$ cat config.mk
export PLATFORM = sky130hd
export DESIGN_NAME = soc_addr_decode_stage
export DESIGN_NICKNAME = d
export VERILOG_FILES = /design/src/rtl/soc_addr_decode_stage.sv
export SDC_FILE = /design/constraint.sdc
export NUM_CORES = 1
export LEC_CHECK = 0
export CORE_ASPECT_RATIO = 1.25
export CORE_UTILIZATION = 64
export CTS_CLUSTER_DIAMETER = 60
export DETAILED_ROUTE_END_ITERATION = 7
export DONT_BUFFER_PORTS = 1
export PLACE_DENSITY = 0.8
export SLEW_MARGIN = 20
export SYNTH_ARGS = -nofsm -noshare
export SYNTH_HDL_FRONTEND = slang
export SYNTH_SLANG_ARGS = --single-unit
$ cat constraint.sdc
create_clock -name clk_i -period 2.6 [get_ports clk_i]
set_clock_uncertainty 0.2 [all_clocks]
set_input_delay 0.52 -clock clk_i [delete_from_list [all_inputs] [get_ports clk_i]]
set_output_delay 0.52 -clock clk_i [all_outputs]
set_load 0.1 [all_outputs]
$ cat src/rtl/soc_addr_decode_stage.sv
// Registered SoC address-map decode stage with a two-entry skid buffer.
// Optional decode-error counter/first-address capture: define SOC_DECODE_ERR_CAPTURE_EN.
module soc_addr_decode_stage #(
    parameter int unsigned AddrWidth   = 64,
    parameter int unsigned IdWidth     = 5,
    parameter int unsigned IdxWidth    = 4,
    parameter int unsigned ErrCntWidth = 16
) (
    input  logic                   clk_i,
    input  logic                   rst_ni,
    input  logic                   req_valid_i,
    output logic                   req_ready_o,
    input  logic [AddrWidth-1:0]   req_addr_i,
    input  logic [IdWidth-1:0]     req_id_i,
    input  logic                   req_write_i,
    output logic                   out_valid_o,
    input  logic                   out_ready_i,
    output logic [AddrWidth-1:0]   out_addr_o,
    output logic [IdWidth-1:0]     out_id_o,
    output logic                   out_write_o,
    output logic [IdxWidth-1:0]    out_idx_o,
    output logic                   out_decerr_o,
    output logic [ErrCntWidth-1:0] err_cnt_o,
    output logic                   err_valid_o,
    output logic [AddrWidth-1:0]   err_addr_o,
    input  logic                   err_clear_i
);

    localparam int unsigned NumRules = 13;

    localparam logic [63:0] RuleBase [NumRules] = '{
        64'h0000_0000, 64'h0001_0000, 64'h0200_0000, 64'h0C00_0000,
        64'h1000_0000, 64'h1C00_0000, 64'h1A10_0000, 64'h1800_0000,
        64'h2000_0000, 64'h3000_0000, 64'h4000_0000, 64'h1040_0000,
        64'h8000_0000
    };

    localparam logic [63:0] RuleLen [NumRules] = '{
        64'h0000_1000, 64'h0001_0000, 64'h000C_0000, 64'h03FF_FFFF,
        64'h0040_0000, 64'h0001_0000, 64'h0012_3000, 64'h0000_1000,
        64'h0080_0000, 64'h0001_0000, 64'h0000_1000, 64'h0010_0000,
        64'h2000_0000
    };

    typedef struct packed {
        logic [AddrWidth-1:0] addr;
        logic [IdWidth-1:0]   id;
        logic                 write;
        logic [IdxWidth-1:0]  idx;
        logic                 decerr;
    } beat_t;

    typedef enum logic [1:0] {
        EMPTY,
        ONE,
        TWO
    } state_e;

    state_e      state_q;
    beat_t       out_q;
    beat_t       skid_q;
    beat_t       in_beat;
    logic        out_valid_q;
    logic        ready_q;
    logic [63:0] addr64;
    logic [IdxWidth-1:0] dec_idx;
    logic        dec_miss;
    logic        accept;
    logic        drain;

    assign accept = req_valid_i && ready_q;
    assign drain  = out_valid_q && out_ready_i;

    always_comb begin
        addr64 = '0;
        addr64[AddrWidth-1:0] = req_addr_i;
        dec_idx  = IdxWidth'(NumRules);
        dec_miss = 1'b1;
        // Scan from the top so the lowest matching index is the one kept.
        for (int unsigned i = NumRules; i > 0; i--) begin
            if ((addr64 >= RuleBase[i-1]) && (addr64 < (RuleBase[i-1] + RuleLen[i-1]))) begin
                dec_idx  = IdxWidth'(i - 1);
                dec_miss = 1'b0;
            end
        end
    end

    always_comb begin
        in_beat.addr   = req_addr_i;
        in_beat.id     = req_id_i;
        in_beat.write  = req_write_i;
        in_beat.idx    = dec_idx;
        in_beat.decerr = dec_miss;
    end

    always_ff @(posedge clk_i) begin
        if (!rst_ni) begin
            state_q     <= EMPTY;
            out_q       <= '0;
            skid_q      <= '0;
            out_valid_q <= 1'b0;
            ready_q     <= 1'b1;
        end else begin
            case (state_q)
                EMPTY: begin
                    if (accept) begin
                        out_q       <= in_beat;
                        out_valid_q <= 1'b1;
                        state_q     <= ONE;
                    end
                end
                ONE: begin
                    case ({accept, drain})
                        2'b11: out_q <= in_beat;
                        2'b10: begin
                            skid_q  <= in_beat;
                            ready_q <= 1'b0;
                            state_q <= TWO;
                        end
                        2'b01: begin
                            out_valid_q <= 1'b0;
                            state_q     <= EMPTY;
                        end
                        default: ;
                    endcase
                end
                TWO: begin
                    if (drain) begin
                        out_q   <= skid_q;
                        ready_q <= 1'b1;
                        state_q <= ONE;
                    end
                end
                default: begin
                    state_q     <= EMPTY;
                    out_valid_q <= 1'b0;
                    ready_q     <= 1'b1;
                end
            endcase
        end
    end

    assign req_ready_o  = ready_q;
    assign out_valid_o  = out_valid_q;
    assign out_addr_o   = out_q.addr;
    assign out_id_o     = out_q.id;
    assign out_write_o  = out_q.write;
    assign out_idx_o    = out_q.idx;
    assign out_decerr_o = out_q.decerr;

`ifdef SOC_DECODE_ERR_CAPTURE_EN
    logic [ErrCntWidth-1:0] err_cnt_q;
    logic                   err_valid_q;
    logic [AddrWidth-1:0]   err_addr_q;
    logic                   err_event;

    assign err_event = accept && dec_miss;

    always_ff @(posedge clk_i) begin
        if (!rst_ni) begin
            err_cnt_q   <= '0;
            err_valid_q <= 1'b0;
            err_addr_q  <= '0;
        end else if (err_clear_i) begin
            // Clear wins, but a same-cycle event still lands on the fresh state.
            err_cnt_q   <= err_event ? ErrCntWidth'(1) : '0;
            err_valid_q <= err_event;
            err_addr_q  <= err_event ? req_addr_i : '0;
        end else if (err_event) begin
            if (err_cnt_q != '1) begin
                err_cnt_q <= err_cnt_q + ErrCntWidth'(1);
            end
            if (!err_valid_q) begin
                err_valid_q <= 1'b1;
                err_addr_q  <= req_addr_i;
            end
        end
    end

    assign err_cnt_o   = err_cnt_q;
    assign err_valid_o = err_valid_q;
    assign err_addr_o  = err_addr_q;
`else
    logic unused_err_clear;
    assign unused_err_clear = err_clear_i;
    assign err_cnt_o   = '0;
    assign err_valid_o = 1'b0;
    assign err_addr_o  = '0;
`endif

endmodule

==> impl_results.md <==
- First drt pass iteration count: 6
- Hold path startpoint: req_addr_i[60]
- DP Wirelength: 13.15 mm
- Worst Hold Depth: 2
- Metal3 WL: 1.827 mm
- # rows: 43
- Final WL: 19.05 mm
- CP required: 2.71 ns
- Combinational power share: 35.1%
- Initial Util: 66.64%
- Yosys reg bits: 154
- CTS buffer count: 17
- Die width: 99.02 µm
- Run status: finished clean
- Setup crit start kind: flip-flop
- Routed vias/inst: 5.928
- Slew Limit Fails: 0
- Top_reg_cell synth: dfxtp_1
- Commonest non-fill, non-tap cells in the layout: nand2_1, dfxtp_1, buf_4
- Initial antenna violation count: 0
- Seq/Total Area, Yosys: 40.94%
- Finish-stage setup viols: 0
- Worst Hold End: skid_q[71]$_SDFFE_PN0P_
- Syn Inst Count: 859
- Share of power burned in registers: 33.3%
- Full die area: 0.01221 mm²
- PnR Total Power: 0.008107 W
- Cells after DPL: 1018
- Syn_area_per_cell: 8.766 µm²
- Sw power: 0.003422 W
- Rel. slew slack: 48.20%
- R2r setup slk: 0.36 ns
- Post-layout nets: 978
- Synthesized area: 0.007530 mm²
- Worst reg2reg path depth: 6
- CTS root buffer: clkbuf_16
- Final worst path period share: 86.10%
- Unrepaired setup endpoints after global routing: false
- Clock Tree Buf Depth: 2
- Synthesis Warnings: 0
- Pin count of the biggest net entering global routing: 155
- Maximum vdd drop: 0.0006274 V
- Slew @ Worst Pin: 0.7769 ns
- Max-Cap Viols: 0
- Final hold slack: 0.03891 ns
- EDFF count, synth: 0
- TritonCTS Sinks: 154
- Endpoint class of the critical path: flip-flop
- Placer Congestion: 0.9270
- Routed len/inst: 18.13 µm
- Synth area leader: dfxtp_1
- Wl on met1: 7.129 mm
- DRT antenna net count: 0
- Setup TNS Final: 0 ns
- Worst min path class: in2reg
- Top layer in use: met4
- Global-route usage over all layers: 31.60%
- Crit path kind: reg2reg
- Port Buf Inserts: 0
- I/O pins: 233
- Placement Cell Area: 0.007929 mm²
- Power Density: 947.7 mW/mm²
- First-pass GRT wire length: 29.75 mm
- Drt drc: 0
- Net Sw Frac: 42.21%
- Post-route cell area: 0.008554 mm²
- Met2 routed WL: 9.419 mm
- Core area: 0.01130 mm²
- Synth cell types: 48
- Worst-Skew Late Latency: 0.42 ns
- Worst-path clk slew: 0.06 ns
- H-tree Lvls: 4
- Final min period: 2.239 ns
- DRT iter0 DRCs: 329
- P_int: 0.004685 W
- Fin. Hold Viols: 0
- Share of cells above drive strength 1: 14.74%
- Worst r2r dst: out_addr_o[62]$_SDFFE_PN0P_
- Clock Power Share: 31.6%
- Post-synth top area share: 40.94%
- CTS tree: done
- Fmax: 446.7 MHz
- Number of cells in the finished layout apart from fillers: 1051
- Vias in the first global route: 5881
- Via Count: 6230
- Die Span Y: 123.3 µm
- Grt total ovfl: 0
- Commonest non-fill, non-tap cell in the layout: nand2_1
- Post-CTS Setup Bufs: 0
- Top cells by area, synth: dfxtp_1, nand2_1, o211a_1
- Reg2reg start: state_q[1]$_SDFFE_PN0P_
- Leak Pwr: 4.420 nW
- Critical path peak fanout: 21
- P&R area growth vs syn: 13.61%
- Ys async rst share: 0%
- Worst EP arrival: 2.35 ns
- N_diodes: 0
## cell type report
class	instances	area (µm²)
flip-flops and latches	154	3085
multi-input cells	634	3881
clock inverters	15	190.2
well taps	135	168.9
inverters	2	7.507
fillers	822	2744
repair buffers	94	795.8
clock buffers	17	425.4
## layer usage
metal,vias to the layer above,GRT usage [%]
met5,-,0
met4,0,15.67
met3,50,10.57
met2,308,53.80
met1,2964,35.52
li1,2908,-
## flip-flops by register name, summed over array words and instances (netlist names)
signal        cells
out_addr_o       64
state_q           2
skid_q           75
out_decerr_o      1
out_write_o       1
out_idx_o         4
out_valid_o       1
out_id_o          5
req_ready_o       1
## synth_stat cells (2+ instances only)
library cell / count
a2111o_1: 2
a21oi_1: 13
o211a_1: 71
clkbuf_1: 48
buf_4: 81
nand3_1: 6
dfxtp_1: 154
nor4b_1: 3
mux2i_1: 70
nor3_1: 9
a31oi_1: 2
nor3b_1: 3
or4_1: 2
a21boi_0: 70
o21ai_0: 7
nor2_1: 7
inv_1: 2
nor4_1: 16
o211ai_1: 3
nand2_1: 227
nand4_1: 9
or3_1: 2
nand2b_1: 5
buf_2: 16
or4b_1: 2
nor2b_1: 2
o21a_1: 3
buf_1: 4
## critical path, cell delays in order (launching register included)
cell and delay (ns):
dfxtp_1 0.40, nand3b_1 0.28, a21oi_1 0.29, o21bai_4 0.39, buf_4 0.32, nand2_1 0.10, o211a_1 0.14
## power groups by stage
stage / logic [W] / clock network (W) / registers [W]
after floorplan: 0.00121 / 0 / 0.00402
after global placement: 0.00280 / 0 / 0.00274
after detailed placement: 0.00284 / 0 / 0.00275
after CTS: 0.00285 / 0.00258 / 0.00270
after global routing: 0.00295 / 0.00269 / 0.00272
final: 0.00284 / 0.00256 / 0.00270
## what timing repair did
action | CTS | global route
hold buffers | 1 | 0
endpoints found under the hold margin | 1 | 0
resized for setup | 0 | 0
## worst max-delay path by stage
| stage | slack, ns | start | to |
|---|---|---|---|
| finish | 0.36 | state_q[1]$_SDFFE_PN0P_ | out_addr_o[62]$_SDFFE_PN0P_ |
| floorplan | 0.19 | req_addr_i[22] | out_idx_o[3]$_SDFFE_PN0P_ |
| detailed placement | 0.17 | req_addr_i[20] | out_idx_o[3]$_SDFFE_PN0P_ |
| global placement | 0.19 | req_addr_i[20] | out_idx_o[3]$_SDFFE_PN0P_ |
| CTS | 0.39 | state_q[1]$_SDFFE_PN0P_ | out_addr_o[62]$_SDFFE_PN0P_ |
| global route | 0.29 | state_q[1]$_SDFFE_PN0P_ | out_addr_o[62]$_SDFFE_PN0P_ |
## logic make-up after synthesis
kind of cell / share of synthesized area (%)
mux: 9.305
buf+inv: 11.83
flops: 40.94
other cells: 0.04980
simple gates: 17.48
compound gates: 20.39
## stage by stage
stage | worst slack (ns) | util (%)
4_1_cts | 0.3869 | 75.71
5_1_grt | 0.2914 | 75.71
3_3_place_gp | 0.1866 | 70.18
2_1_floorplan | 0.1852 | -
3_5_place_dp | 0.1685 | 70.18
6_report | 0.3614 | 75.71
No activity file was read; power rests on OpenSTA's default activity.
